--- config.mk ---
export PLATFORM = sky130hd
export DESIGN_NAME = uart_tx_ctrl_flat
export DESIGN_NICKNAME = d
export VERILOG_FILES = /design/src/rtl/uart_tx_pkg.sv /design/src/rtl/uart_tx_ctrl_if.sv /design/src/rtl/parity_calc.sv /design/src/rtl/uart_tx_ctrl.sv /design/src/flat_wrapper.sv
export SDC_FILE = /design/constraint.sdc
export NUM_CORES = 1
export LEC_CHECK = 0
export CAP_MARGIN = 15
export CORE_UTILIZATION = 55
export CTS_BUF_LIST = sky130_fd_sc_hd__clkbuf_8
export DETAILED_ROUTE_END_ITERATION = 16
export MAX_ROUTING_LAYER = met4
export PLACE_DENSITY_LB_ADDON = 0.1
export SLEW_MARGIN = 10
export SYNTH_ARGS = -nofsm -noshare
export SYNTH_HDL_FRONTEND = slang
export SYNTH_SLANG_ARGS = --single-unit
--- constraint.sdc ---
create_clock -name clk_ctrl -period 2.18 [get_ports clk_ctrl]
set_input_delay 0.436 -clock clk_ctrl [delete_from_list [all_inputs] [get_ports clk_ctrl]]
set_output_delay 0.436 -clock clk_ctrl [all_outputs]
set_load 0.02 [all_outputs]
--- src/rtl/uart_tx_pkg.sv ---
// Shared definitions for the UART transmit frame sequencer: FSM states, line-select codes,
// parity type constants.
package uart_tx_pkg;

  typedef enum logic [2:0] {
    StIdle   = 3'd0,
    StStart  = 3'd1,
    StData   = 3'd2,
    StParity = 3'd3,
    StStop   = 3'd4
  } tx_state_e;

  localparam logic [1:0] TxSelStart  = 2'b00;
  localparam logic [1:0] TxSelData   = 2'b01;
  localparam logic [1:0] TxSelParity = 2'b10;
  localparam logic [1:0] TxSelStop   = 2'b11;

  localparam logic ParEven = 1'b0;
  localparam logic ParOdd  = 1'b1;

  // Idle shares the stop code: both hold the line high.
  function automatic logic [1:0] tx_sel_of(tx_state_e st);
    logic [1:0] sel;
    sel = TxSelStop;
    case (st)
      StStart:  sel = TxSelStart;
      StData:   sel = TxSelData;
      StParity: sel = TxSelParity;
      default:  sel = TxSelStop;
    endcase
    return sel;
  endfunction

endpackage

--- src/rtl/uart_tx_ctrl_if.sv ---
// Byte-in handshake between a data source and the UART transmit sequencer.
interface uart_tx_ctrl_if #(
  parameter int unsigned WIDTH = 8
) ();
  logic [WIDTH-1:0] P_DATA;
  logic             data_valid;
  logic             data_ready;
  logic             par_en;
  logic             par_typ;

  modport master (
    output P_DATA,
    output data_valid,
    output par_en,
    output par_typ,
    input  data_ready
  );

  modport slave (
    input  P_DATA,
    input  data_valid,
    input  par_en,
    input  par_typ,
    output data_ready
  );
endinterface

--- src/rtl/parity_calc.sv ---
// Parity bit for one byte: XOR reduction, inverted for odd parity.
module parity_calc
  import uart_tx_pkg::*;
#(
  parameter int unsigned WIDTH = 8
) (
  input  logic [WIDTH-1:0] data_i,
  input  logic             par_typ_i,
  output logic             par_bit_o
);
  always_comb begin
    par_bit_o = ^data_i;
    unique case (par_typ_i)
      ParEven: par_bit_o = ^data_i;
      ParOdd:  par_bit_o = ~^data_i;
    endcase
  end
endmodule

--- src/rtl/uart_tx_ctrl.sv ---
// UART transmit frame sequencer: one-entry holding register, start/data/parity/stop FSM,
// serializer load pulse and serial line mux.
module uart_tx_ctrl
  import uart_tx_pkg::*;
#(
  parameter int unsigned WIDTH = 8
) (
  input  logic             clk_ctrl,
  input  logic             rst_ctrl,
  uart_tx_ctrl_if.slave    in_if,
  input  logic             ser_done,
  input  logic             ser_data,
  output logic             ser_en,
  output logic [WIDTH-1:0] P_DATA_ser,
  output logic             TX_OUT,
  output logic             busy,
  output logic             tx_done,
  output logic             ser_err
);
  localparam int unsigned     CntW    = $clog2(WIDTH + 1);
  localparam logic [CntW-1:0] LastBit = CntW'(WIDTH - 1);

  tx_state_e        state_q, state_d;
  logic             hold_valid_q, hold_valid_d;
  logic [WIDTH-1:0] hold_data_q, hold_data_d;
  logic             hold_par_en_q, hold_par_en_d;
  logic             hold_par_typ_q, hold_par_typ_d;
  logic             data_ready_q;
  logic [WIDTH-1:0] frame_q, frame_d;
  logic             par_en_r_q, par_en_r_d;
  logic             par_bit_q, par_bit_d;
  logic [CntW-1:0]  bit_cnt_q, bit_cnt_d;
  logic             ser_en_q, ser_en_d;
  logic             hold_par_bit;
  logic             push, pop;

  parity_calc #(
    .WIDTH(WIDTH)
  ) u_parity_calc (
    .data_i   (hold_data_q),
    .par_typ_i(hold_par_typ_q),
    .par_bit_o(hold_par_bit)
  );

  always_comb begin
    state_d        = state_q;
    hold_valid_d   = hold_valid_q;
    hold_data_d    = hold_data_q;
    hold_par_en_d  = hold_par_en_q;
    hold_par_typ_d = hold_par_typ_q;
    frame_d        = frame_q;
    par_en_r_d     = par_en_r_q;
    par_bit_d      = par_bit_q;
    bit_cnt_d      = bit_cnt_q;
    ser_err        = 1'b0;

    // Push needs an empty register and pop a full one, so they are mutually exclusive.
    push = in_if.data_valid & data_ready_q;
    pop  = hold_valid_q & ((state_q == StIdle) | (state_q == StStop));

    if (push) begin
      hold_valid_d   = 1'b1;
      hold_data_d    = in_if.P_DATA;
      hold_par_en_d  = in_if.par_en;
      hold_par_typ_d = in_if.par_typ;
    end
    if (pop) begin
      hold_valid_d = 1'b0;
      frame_d      = hold_data_q;
      par_en_r_d   = hold_par_en_q;
      par_bit_d    = hold_par_bit;
    end
    ser_en_d = pop;

    unique case (state_q)
      StIdle: if (pop) state_d = StStart;
      StStart: begin
        bit_cnt_d = '0;
        state_d   = StData;
      end
      StData: begin
        bit_cnt_d = bit_cnt_q + 1'b1;
        if (ser_done || (bit_cnt_q == LastBit)) begin
          ser_err = ~ser_done;
          state_d = par_en_r_q ? StParity : StStop;
        end
      end
      StParity: state_d = StStop;
      StStop:   state_d = pop ? StStart : StIdle;
      default:  state_d = StIdle;
    endcase
  end

  always_ff @(posedge clk_ctrl) begin
    if (rst_ctrl) begin
      state_q        <= StIdle;
      hold_valid_q   <= 1'b0;
      hold_data_q    <= '0;
      hold_par_en_q  <= 1'b0;
      hold_par_typ_q <= 1'b0;
      data_ready_q   <= 1'b1;
      frame_q        <= '0;
      par_en_r_q     <= 1'b0;
      par_bit_q      <= 1'b0;
      bit_cnt_q      <= '0;
      ser_en_q       <= 1'b0;
    end else begin
      state_q        <= state_d;
      hold_valid_q   <= hold_valid_d;
      hold_data_q    <= hold_data_d;
      hold_par_en_q  <= hold_par_en_d;
      hold_par_typ_q <= hold_par_typ_d;
      data_ready_q   <= ~hold_valid_d;
      frame_q        <= frame_d;
      par_en_r_q     <= par_en_r_d;
      par_bit_q      <= par_bit_d;
      bit_cnt_q      <= bit_cnt_d;
      ser_en_q       <= ser_en_d;
    end
  end

  always_comb begin
    TX_OUT = 1'b1;
    unique case (tx_sel_of(state_q))
      TxSelStart:  TX_OUT = 1'b0;
      TxSelData:   TX_OUT = ser_data;
      TxSelParity: TX_OUT = par_bit_q;
      TxSelStop:   TX_OUT = 1'b1;
    endcase
  end

  assign in_if.data_ready = data_ready_q;
  assign ser_en           = ser_en_q;
  assign P_DATA_ser       = frame_q;
  assign busy             = (state_q != StIdle) | hold_valid_q;
  assign tx_done          = (state_q == StStop);

endmodule

--- src/flat_wrapper.sv ---
// flat-port wrapper written by rule: the top's interface ports become plain ports
module uart_tx_ctrl_flat import uart_tx_pkg::*;
#(
  parameter int unsigned WIDTH = 8
)
  (clk_ctrl, rst_ctrl, ser_done, ser_data, ser_en, P_DATA_ser, TX_OUT, busy, tx_done, ser_err, in_if_P_DATA, in_if_data_valid, in_if_par_en, in_if_par_typ, in_if_data_ready);
  uart_tx_ctrl_if #(.WIDTH(WIDTH)) in_if_i ();
  input  logic clk_ctrl;
  input  logic rst_ctrl;
  input  logic ser_done;
  input  logic ser_data;
  output logic ser_en;
  output logic [WIDTH-1:0] P_DATA_ser;
  output logic TX_OUT;
  output logic busy;
  output logic tx_done;
  output logic ser_err;
  input wire logic [$bits(in_if_i.P_DATA)-1:0] in_if_P_DATA;
  input wire logic [$bits(in_if_i.data_valid)-1:0] in_if_data_valid;
  input wire logic [$bits(in_if_i.par_en)-1:0] in_if_par_en;
  input wire logic [$bits(in_if_i.par_typ)-1:0] in_if_par_typ;
  output wire logic [$bits(in_if_i.data_ready)-1:0] in_if_data_ready;
  assign in_if_i.P_DATA = in_if_P_DATA;
  assign in_if_i.data_valid = in_if_data_valid;
  assign in_if_i.par_en = in_if_par_en;
  assign in_if_i.par_typ = in_if_par_typ;
  assign in_if_data_ready = in_if_i.data_ready;
  uart_tx_ctrl #(.WIDTH(WIDTH)) u_core (.clk_ctrl(clk_ctrl), .rst_ctrl(rst_ctrl), .in_if(in_if_i), .ser_done(ser_done), .ser_data(ser_data), .ser_en(ser_en), .P_DATA_ser(P_DATA_ser), .TX_OUT(TX_OUT), .busy(busy), .tx_done(tx_done), .ser_err(ser_err));
endmodule
==> summary.md, run 1 <==
| Metric | Value |
|---|---|
| Pwr Density | `820 mW/mm²` |
| Final Setup Violations | `0` |
| Hold slack | `462 ps` |
| Clk pin slew, worst setup/hold paths | `60 ps` |
| Number of buffers and inverters on the critical path | `3` |
| Mean Syn Cell Area | `8.98 µm²` |
| Worst relative slew slack | `75.0%` |
| Synth warn | `0` |
| Worst setup EP type | `primary output` |
| Core area | `0.00206 mm²` |
| CTS Buf Count | `5` |
| Register area share after synthesis | `47.8%` |
| Std cell rows | `16` |
| Initial DRC count | `31` |
| Starting Density | `61.0%` |
| Most frequent cells in the layout | `30 x dfxtp_1, 25 x clkdlybuf4s50_1, 24 x nand2_1` |
| Post-DP HPWL | `1960 µm` |
| Largest net degree at the start of global routing | `19` |
| Final hold violation count | `0` |
| Outcome | `finished, final reports clean` |
| Placed instance area | `0.00158 mm²` |
| Simple-gate share of the synthesized area | `17.4%` |
| Data required, critical path | `1740 ps` |
| RSZ-0062 raised after global routing | `no` |
| Total Wirelength | `2790 µm` |
| Placed cells | `192` |
| Skew final | `5.51 ps` |
| Syn Inst Count | `140` |
| Mux cell area share after synthesis | `0.796%` |
| Final Util | `82.0%` |
| Routed Antenna Nets | `0` |
| Crit start category | `flop` |
| Critical path class | `reg2out` |
| Synth Area in Adders | `0.995%` |
| Max Freq | `476 MHz` |
| CP delay by family, top | `buffers and inverters` |
| Port bufs | `28` |
| Buffer depth of the longest clock path | `2` |
| Die span in x | `49.8 µm` |
| FF+latch count, synth | `30` |
| CP Cell Sequence | `buf_4 -> inv_1 -> nor3_1 -> clkdlybuf4s50_1` |
| Boundary Pins | `29` |
| Clk_lat worst skew | `280 ps` |
| GP Congestion | `0.767` |
| Setup bufs post-CTS | `0` |
| Non-filler instance count after layout | `200` |
| CP max FO | `9` |
| Via count | `1113` |
| CTS tree | `built` |
| Final net count | `188` |
| Slowest Stage Delay on Critical Path | `620 ps` |
| CP arrival | `1670 ps` |
| First-pass GRT wire length | `4870 µm` |
| Fillers | `136` |
| Vias in the first global route | `1112` |
| Initial antenna violation count | `0` |
| Compound-Gate Fraction of Synth Area | `21.5%` |
| CTS HTree Levels | `2` |
| Worst min path class | `reg2reg` |
| # DRC | `0` |
| Tot GR Track Use | `27.8%` |
| Reg-to-reg setup timing slack | `700 ps` |
| Area grow syn2layout | `34.4%` |
| Sinks on Clock Net | `30` |
| Worst-Margin Slew | `374 ps` |
| CTS Hold Bufs | `0` |
| Final Cycle Share | `96.4%` |
| Leak | `0.668 nW` |
| Tmin final | `2100 ps` |
| Fraction of registers with async set/reset | `0%` |
| Main synth FF type | `dfxtp_1` |
| Post-Syn Area | `0.00126 mm²` |
| Vias per cell | `5.57` |
| Synth unique cells | `32` |
| Syn Nets | `156` |
| Total grt overflow | `0` |
| Xor/xnor share of the synthesized area | `5.97%` |
| VDD IR-drop max | `621 µV` |
| Clock root buffer | `clkbuf_8` |
| Die Span Y | `49.8 µm` |
| Number of synthesized flops with an enable pin | `0` |
| MaxCap Viol Count | `0` |
| Share of cells above drive strength 1 | `11.6%` |
| Slew Limit Fails | `0` |
| Drt pass-1 iters | `4` |
| Final instance area | `0.00169 mm²` |
| Die footprint | `0.00248 mm²` |
| Largest family of logic cells by synthesized area | `compound AO/OA/AOI/OAI gates` |
| CP max stage cell | `clkdlybuf4s50_1` |
| Most common cell after layout, fill and taps aside | `dfxtp_1` |
| Routed wire length per instance | `13.9 µm` |
| Diodes inserted | `0` |
## layout make-up
class                   count  area [µm²]  share of cell area (%)
inverters                   6        22.5                    1.33
flip-flops and latches     30         601                    35.5
clock buffers               8         110                    6.51
multi-input cells          94         598                    35.4
well taps                  27        33.8                    2.00
repair buffers             35         325                    19.2
## cells in the mapped netlist, types with 2 or more instances
library cell  count  area, µm²
and2_1            3       18.8
a22o_1           10       87.6
clkbuf_1          6       22.5
a2bb2oi_1         2       17.5
dfxtp_1          30        601
o21ai_0           5       25.0
xnor2_1           5       43.8
nor3_1            4       20.0
a21oi_1          18       90.1
nor4_1            3       18.8
nor2_1            3       11.3
nand2b_1          2       12.5
nand2_1          24       90.1
inv_1             6       22.5
buf_2             2       10.0
## worst paths after layout
| kind | start | end | depth (start not counted) |
|---|---|---|---|
| worst max-delay path | u_core.state_q[2] | tx_done | 4 |
| worst min-delay path | u_core.hold_par_en_q | u_core.hold_par_en_q | 2 |
| worst max register to register | u_core.bit_cnt_q[0] | u_core.state_q[0] | 5 |
| worst min register to register | u_core.hold_par_en_q | u_core.hold_par_en_q | 2 |
## per-layer routing
layer / vias up / GRT usage, % / part of all wire, %
met2: 40 / 45.0 / 49
met5: - / - / 0
li1: 547 / - / -
met4: 0 / 11.4 / 1.6
met3: 7 / 10.8 / 6.7
met1: 519 / 30.3 / 43
## stage by stage
stage,power (mW),setup TNS [ps],setup WS [ps]
final,1.39,0,78.0
after global routing,1.45,0,18.5
after CTS,1.40,0,55.8
after detailed placement,0.881,-426,-383
after global placement,0.870,-379,-374
after floorplan,0.782,0,298
## flip-flops by register name, indices dropped and copies added, names as in the netlist, 3 cells and up
register,count
u_core.state_q,3
u_core.P_DATA_ser,8
u_core.bit_cnt_q,4
u_core.hold_data_q,8
## kinds of logic (layout without fill, tap and decap cells)
family	count (synthesis)	in the layout
AOI/OAI and AO/OA	40	40
xor gates and xnor gates	7	7
adders and majority gates	1	1
buffers and inverters	16	49
DFF	30	30
muxes	1	1
and+or+nand+nor	45	45
## worst min-delay path: stages (launching register included)
cell and delay, ps:
dfxtp_1 310, nand2_1 50, a21oi_1 50
## what timing repair did
item,in CTS,in global routing
gates resized for setup,8,1
gates cloned,0,0
setup endpoints to repair,3,1
## power by group
part / switching (mW) / internal, mW / total (mW)
clock network: 0.201 / 0.318 / 0.519
logic: 0.129 / 0.132 / 0.261
registers: 0.0245 / 0.582 / 0.607
total: 0.355 / 1.03 / 1.39
Power figures use the tool's default switching activity.
==> run 2: changes to the inputs <==
--- a/config.mk
+++ b/config.mk
@@ -5,6 +5,7 @@
 export SDC_FILE = /design/constraint.sdc
 export NUM_CORES = 1
 export LEC_CHECK = 0
+export ABC_AREA = 1
 export CAP_MARGIN = 15
 export CORE_UTILIZATION = 55
 export CTS_BUF_LIST = sky130_fd_sc_hd__clkbuf_8
==> run 2 against run 1 <==
Combinational power grew 150%. Fmax grew 3.7%. Hold slack gained 1.7 ps. Sequential power grew 15%. Clock power is essentially flat. Sequential share of layout area grew 0.32 points. Non-clock buffer count shrank 6. First-iteration DRC count shrank 9.7%. Clock skew shrank 2.1 ps. Global-route usage grew 0.83 points. Register-to-register slack gained 230 ps. Core utilization shrank 0.73 points. Critical path type unchanged. Critical endpoint is now busy.
==> summary.md, run 2 <==
| Metric | Value |
|---|---|
| Outcome | `finished, final reports clean` |
| Starting Density | `60.9%` |
| CP max stage cell | `clkdlybuf4s50_1` |
| Wire length on met2 | `1470 µm` |
| CTS tree | `built` |
| Vias in the first global route | `1126` |
| Number of buffers and inverters on the critical path | `2` |
| Crit start category | `flop` |
| Std cell rows | `16` |
| CP Cell Sequence | `inv_2 -> nand2_2 -> nor2_1 -> nand2_2 -> clkdlybuf4s50_1` |
| Worst setup EP type | `primary output` |
| Compound-Gate Fraction of Synth Area | `17.5%` |
| Port bufs | `28` |
| Syn Nets | `187` |
| FF+latch count, synth | `30` |
| Clk pin slew, worst setup/hold paths | `60 ps` |
| Clock root buffer | `clkbuf_8` |
| Final net count | `220` |
| VDD IR-drop max | `809 µV` |
| Area grow syn2layout | `33.5%` |
| CTS HTree Levels | `2` |
| First-pass GRT wire length | `5050 µm` |
| Largest net degree at the start of global routing | `21` |
| Xor/xnor share of the synthesized area | `1.40%` |
| Clk_lat worst skew | `280 ps` |
| Diodes inserted | `0` |
| Slowest Stage Delay on Critical Path | `600 ps` |
| Commonest cells post-synth | `37 x nand2_1, 30 x dfxtp_1, 22 x o21ai_0` |
| Fillers | `149` |
| Routed Antenna Nets | `0` |
| R2R depth | `3` |
| Reg-to-reg setup timing slack | `930 ps` |
| Top layer in use | `met4` |
| Worst relative slew slack | `60.0%` |
| WL met3 | `157 µm` |
| Total power | `1.87 mW` |
| Leak | `0.713 nW` |
| CTS Hold Bufs | `0` |
| Worst min path class | `reg2reg` |
| Hold slack | `464 ps` |
| Pwr Density | `1110 mW/mm²` |
| Synth Area in Adders | `0.997%` |
| Hold path endpoint | `u_core.par_bit_q` |
| Top cell type by total area after synthesis | `dfxtp_1` |
| Initial DRC count | `28` |
| Placed cells | `224` |
| Setup bufs post-CTS | `0` |
| Core area | `0.00206 mm²` |
| Main synth FF type | `dfxtp_1` |
| GP Congestion | `0.857` |
| Min-delay src | `u_core.par_bit_q` |
| Reg2reg start | `u_core.in_if.data_ready` |
| Largest family of logic cells by synthesized area | `simple AND/OR/NAND/NOR gates` |
| Die Span Y | `49.8 µm` |
| Mean Syn Cell Area | `7.34 µm²` |
| Routed wire length per instance | `12.9 µm` |
| Slew Limit Fails | `0` |
| CP delay by family, top | `buffers and inverters` |
| Vias per cell | `5.27` |
| Die footprint | `0.00248 mm²` |
| Hold-critical path depth | `2` |
| Syn Inst Count | `171` |
| Sinks on Clock Net | `30` |
| Critical path class | `reg2out` |
| CTS Buf Count | `5` |
| Post-DP HPWL | `2050 µm` |
| Share of cells above drive strength 1 | `11.7%` |
| Post-Route M1 WL | `1310 µm` |
| Data required, critical path | `1740 ps` |
| Boundary Pins | `29` |
| Max Freq | `493 MHz` |
| Final hold violation count | `0` |
| # DRC | `0` |
| Register area share after synthesis | `47.9%` |
| CP max FO | `4` |
| Initial antenna violation count | `0` |
| MaxCap Viol Count | `0` |
| Total Wirelength | `3000 µm` |
| Synth area leaders | `dfxtp_1 48%, nand2_1 11%, o21ai_0 8.8%, a21oi_1 6.0%, inv_1 5.7%` |
| Top cell by count, worst path | `nand2_2` |
| Synth warn | `0` |
| Die span in x | `49.8 µm` |
| Final Setup Violations | `0` |
| Post-synth top area share | `47.9%` |
| Via count | `1222` |
| Non-filler instance count after layout | `232` |
| Mux cell area share after synthesis | `0%` |
| Buffer depth of the longest clock path | `2` |
| Tmin final | `2030 ps` |
| Total grt overflow | `0` |
| Final Cycle Share | `93.0%` |
| Skew final | `3.39 ps` |
| Top-count cell post-synth | `nand2_1` |
| Number of synthesized flops with an enable pin | `0` |
| Simple-gate share of the synthesized area | `24.0%` |
| Tot GR Track Use | `28.6%` |
| Synth unique cells | `22` |
| Drt pass-1 iters | `4` |
| Fraction of registers with async set/reset | `0%` |
| Most frequent cells in the layout | `37 x nand2_1, 30 x dfxtp_1, 26 x clkdlybuf4s50_1` |
| Worst-Margin Slew | `599 ps` |
| Most common cell after layout, fill and taps aside | `nand2_1` |
| Post-Syn Area | `0.00125 mm²` |
| CP arrival | `1590 ps` |
| RSZ-0062 raised after global routing | `no` |
| RR Endpoint | `u_core.hold_data_q[3]` |
| Setup TNS | `0 ps` |
-- run 2: cell count changes after synthesis, moves of 6 or more --
cell / change
a22o_1: -9
o21ai_0: +17
nand2_2: +6
inv_1: +13
nor2_1: +8
nand3_1: +7
nand2_1: +13
-- run 2: how the worst max path moves through the flow --
stage | slack [ps] | startpoint | end | cells past startpoint
2_1_floorplan | 630 | u_core.bit_cnt_q[0] | ser_err | 3
5_1_grt | 70 | u_core.state_q[0] | busy | 5
3_3_place_gp | 70 | ser_done | ser_err | 3
4_1_cts | 50 | u_core.state_q[2] | TX_OUT | 5
3_5_place_dp | 50 | ser_done | ser_err | 3
6_report | 150 | u_core.state_q[0] | busy | 5
-- run 2: where the power goes --
| group | switching (mW) | total (mW) | leakage (nW) | internal [mW] |
|---|---|---|---|---|
| clock network | 0.204 | 0.522 | 0.0575 | 0.318 |
| registers | 0.0661 | 0.700 | 0.246 | 0.634 |
| logic | 0.396 | 0.643 | 0.410 | 0.247 |
-- run 2: metal layers --
metal,vias up,track usage [%]
met2,45,48.6
li1,616,-
met5,-,-
met3,7,7.41
met1,554,32.4
met4,0,10.0
-- run 2: logic make-up after synthesis --
logic type                 Yosys count
AOI/OAI and AO/OA                   42
adders and majority gates            1
DFF                                 30
buffers and inverters               27
and+or+nand+nor                     69
xor gates and xnor gates             2
-- run 2: area by class of cell --
type	count	area [µm²]	area share, %
Sequential cell	30	601	35.8
Multi-Input combinational cell	114	552	32.9
Timing Repair Buffer	29	289	17.3
Clock buffer	8	110	6.57
Inverter	24	90.1	5.38
Tap cell	27	33.8	2.02
-- run 2: timing repair --
action	4_1_cts	5_1_grt
gates resized for setup	1	1
pin swaps	0	0
cloned	0	0
setup endpoints to repair	1	1
-- run 2: tightest hold or removal path, cell delays in order (launching register included) --
cell,delay [ps]
dfxtp_1,320
nand2_1,60
nand2_1,40
-- run 2: stage by stage --
step | util [%] | worst slack, ps | instance area [µm²]
after floorplan | - | 631 | 1250
after global placement | 75.8 | 70.1 | 1560
after detailed placement | 75.8 | 54.7 | 1560
after CTS | 81.1 | 53.0 | 1670
after global routing | 81.3 | 67.3 | 1680
final | 81.3 | 153 | 1680
==> run 3: changes to the inputs <==
--- a/config.mk
+++ b/config.mk
@@ -7,9 +7,10 @@
 export LEC_CHECK = 0
 export ABC_AREA = 1
 export CAP_MARGIN = 15
-export CORE_UTILIZATION = 55
+export CORE_UTILIZATION = 46
 export CTS_BUF_LIST = sky130_fd_sc_hd__clkbuf_8
 export DETAILED_ROUTE_END_ITERATION = 16
+export HOLD_SLACK_MARGIN = 0.06
 export MAX_ROUTING_LAYER = met4
 export PLACE_DENSITY_LB_ADDON = 0.1
 export SLEW_MARGIN = 10
==> constraint.sdc (replaced) <==
create_clock -name clk_ctrl -period 1.7 [get_ports clk_ctrl]
set_input_delay 0.34 -clock clk_ctrl [delete_from_list [all_inputs] [get_ports clk_ctrl]]
set_output_delay 0.34 -clock clk_ctrl [all_outputs]
set_load 0.02 [all_outputs]
==> run 3 against run 2 <==
Cell count rose by 6.0%. Worst setup slack got worse by 96 ps. Core utilization decreased by 13 points. Sequential power rose by 26%. Non-clock buffer count up 12. Wire length down 4.4%. Sequential share of layout area is 1.0 points lower. Critical path type unchanged.
==> summary.md, run 3 (synthesis results as in run 2) <==
| Metric | Value |
|---|---|
| Reg2reg start | `u_core.state_q[2]` |
| Slew Limit Fails | `0` |
| Clock root buffer | `clkbuf_8` |
| MaxCap Viol Count | `0` |
| Die span in x | `54.2 µm` |
| Crit start category | `flop` |
| Reg-to-reg setup timing slack | `470 ps` |
| Total Wirelength | `2870 µm` |
| Leak | `0.763 nW` |
| Top layer in use | `met4` |
| Core area | `0.00252 mm²` |
| Largest net degree at the start of global routing | `21` |
| Boundary Pins | `29` |
| CTS HTree Levels | `2` |
| Area grow syn2layout | `37.4%` |
| Total grt overflow | `0` |
| Final WS setup | `57.0 ps` |
| Starting Density | `49.8%` |
| GP Congestion | `0.727` |
| Std cell rows | `18` |
| VDD IR-drop max | `1290 µV` |
| Post-DP HPWL | `2140 µm` |
| Final net count | `232` |
| Via count | `1245` |
| Fillers | `222` |
| CTS resizes | `8` |
| Initial DRC count | `23` |
| RSZ-0062 raised after global routing | `no` |
| Setup bufs post-CTS | `0` |
| CP Cell Sequence | `buf_4 -> nor2_2 -> nand2_2 -> dlygate4sd2_1` |
| Most frequent cells in the layout | `37 x nand2_1, 30 x dfxtp_1, 24 x clkdlybuf4s50_1` |
| Vias per cell | `5.06` |
| RR Endpoint | `u_core.bit_cnt_q[3]` |
| CTS Hold Bufs | `0` |
| Data required, critical path | `1360 ps` |
| Setup TNS | `0 ps` |
| CP Launch Point | `u_core.state_q[2]` |
| Wire length on met2 | `1500 µm` |
| Final Setup Violations | `0` |
| Clk_lat worst skew | `270 ps` |
| Port bufs | `28` |
| Max Freq | `609 MHz` |
| Final Cycle Share | `96.6%` |
| CP arrival | `1300 ps` |
| Tot GR Track Use | `23.1%` |
| CTS Buf Count | `5` |
| Critical path class | `reg2out` |
| Tmin final | `1640 ps` |
| First-pass GRT wire length | `4650 µm` |
| Final hold violation count | `0` |
| Vias in the first global route | `1161` |
| Share of cells above drive strength 1 | `16.7%` |
| Post-Route M1 WL | `1210 µm` |
| CTS tree | `built` |
| CP max FO | `3` |
| Routed wire length per instance | `11.7 µm` |
| Slowest Stage Delay on Critical Path | `330 ps` |
| Routed Antenna Nets | `0` |
| Initial antenna violation count | `0` |
| Diodes inserted | `0` |
| # DRC | `0` |
| Sinks on Clock Net | `30` |
| Clk pin slew, worst setup/hold paths | `60 ps` |
| Outcome | `finished, final reports clean` |
| Die Span Y | `54.2 µm` |
| Pwr Density | `1330 mW/mm²` |
| Worst relative slew slack | `76.5%` |
| Skew final | `4.38 ps` |
| Setup crit end | `busy` |
| Drt pass-1 iters | `5` |
| Buffer depth of the longest clock path | `2` |
| Worst-Margin Slew | `351 ps` |
| Worst setup EP type | `primary output` |
| Worst min path class | `reg2reg` |
| DP Worst Slack | `-278 ps` |
| R2R depth | `5` |
| WL met3 | `133 µm` |
| CP max stage cell | `dfxtp_1` |
| Die footprint | `0.00294 mm²` |
| Most common cell after layout, fill and taps aside | `nand2_1` |
-- run 3: cell count changes in the layout (fill, tap and decap cells not counted), sizes merged --
cell           delta
buf              +13
dlymetal6s2s      -1
clkdlybuf4s50     -2
clkbuf            -2
inv               +2
dlygate4sd2       +1
-- run 3: worst min path at each step --
stage	from	slack, ps	cells past startpoint	endpoint
3_3_place_gp	u_core.P_DATA_ser[5]	440	2	u_core.P_DATA_ser[5]
5_1_grt	u_core.hold_par_en_q	470	2	u_core.par_en_r_q
3_5_place_dp	u_core.P_DATA_ser[0]	450	2	u_core.P_DATA_ser[0]
4_1_cts	u_core.P_DATA_ser[0]	470	2	u_core.P_DATA_ser[0]
6_report	u_core.P_DATA_ser[0]	460	2	u_core.P_DATA_ser[0]
2_1_floorplan	rst_ctrl	410	1	u_core.bit_cnt_q[1]
-- run 3: cell type report --
type	count	area, µm²	area share, %
timing repair buffer	41	365	21.2
sequential	30	601	34.8
tap	30	37.5	2.18
clock buffer	5	68.8	3.99
clock inverter	2	7.51	0.435
multi-input combinational	114	554	32.1
inverter	24	90.1	5.22
-- run 3: critical path: cells and delay by family (launching register included) --
family,cells,cell delay [ps]
flip-flops,1,330
AND/OR/NAND/NOR,2,220
buffers and inverters,2,490
-- run 3: where the power goes --
group / internal (mW) / switching, mW / total [mW]
registers: 0.813 / 0.0664 / 0.880
logic: 0.363 / 0.547 / 0.911
clock network: 0.269 / 0.240 / 0.508
total: 1.45 / 0.853 / 2.30
-- run 3: layer usage --
metal,global-route usage [%],vias up
met5,-,-
met4,7.69,0
met3,5.83,4
met2,44.3,37
met1,22.1,569
li1,-,635
-- run 3: metrics by stage --
stage          total power [mW]  instance area (µm²)  instances  hold WS [ps]  utilization, %
2_1_floorplan              1.45                 1250        171           409               -
3_3_place_gp               1.79                 1660        239           444            65.7
3_5_place_dp               1.83                 1660        239           450            65.7
4_1_cts                    2.31                 1730        246           469            68.7
5_1_grt                    2.45                 1720        246           470            68.4
6_report                   2.30                 1720        246           464            68.4
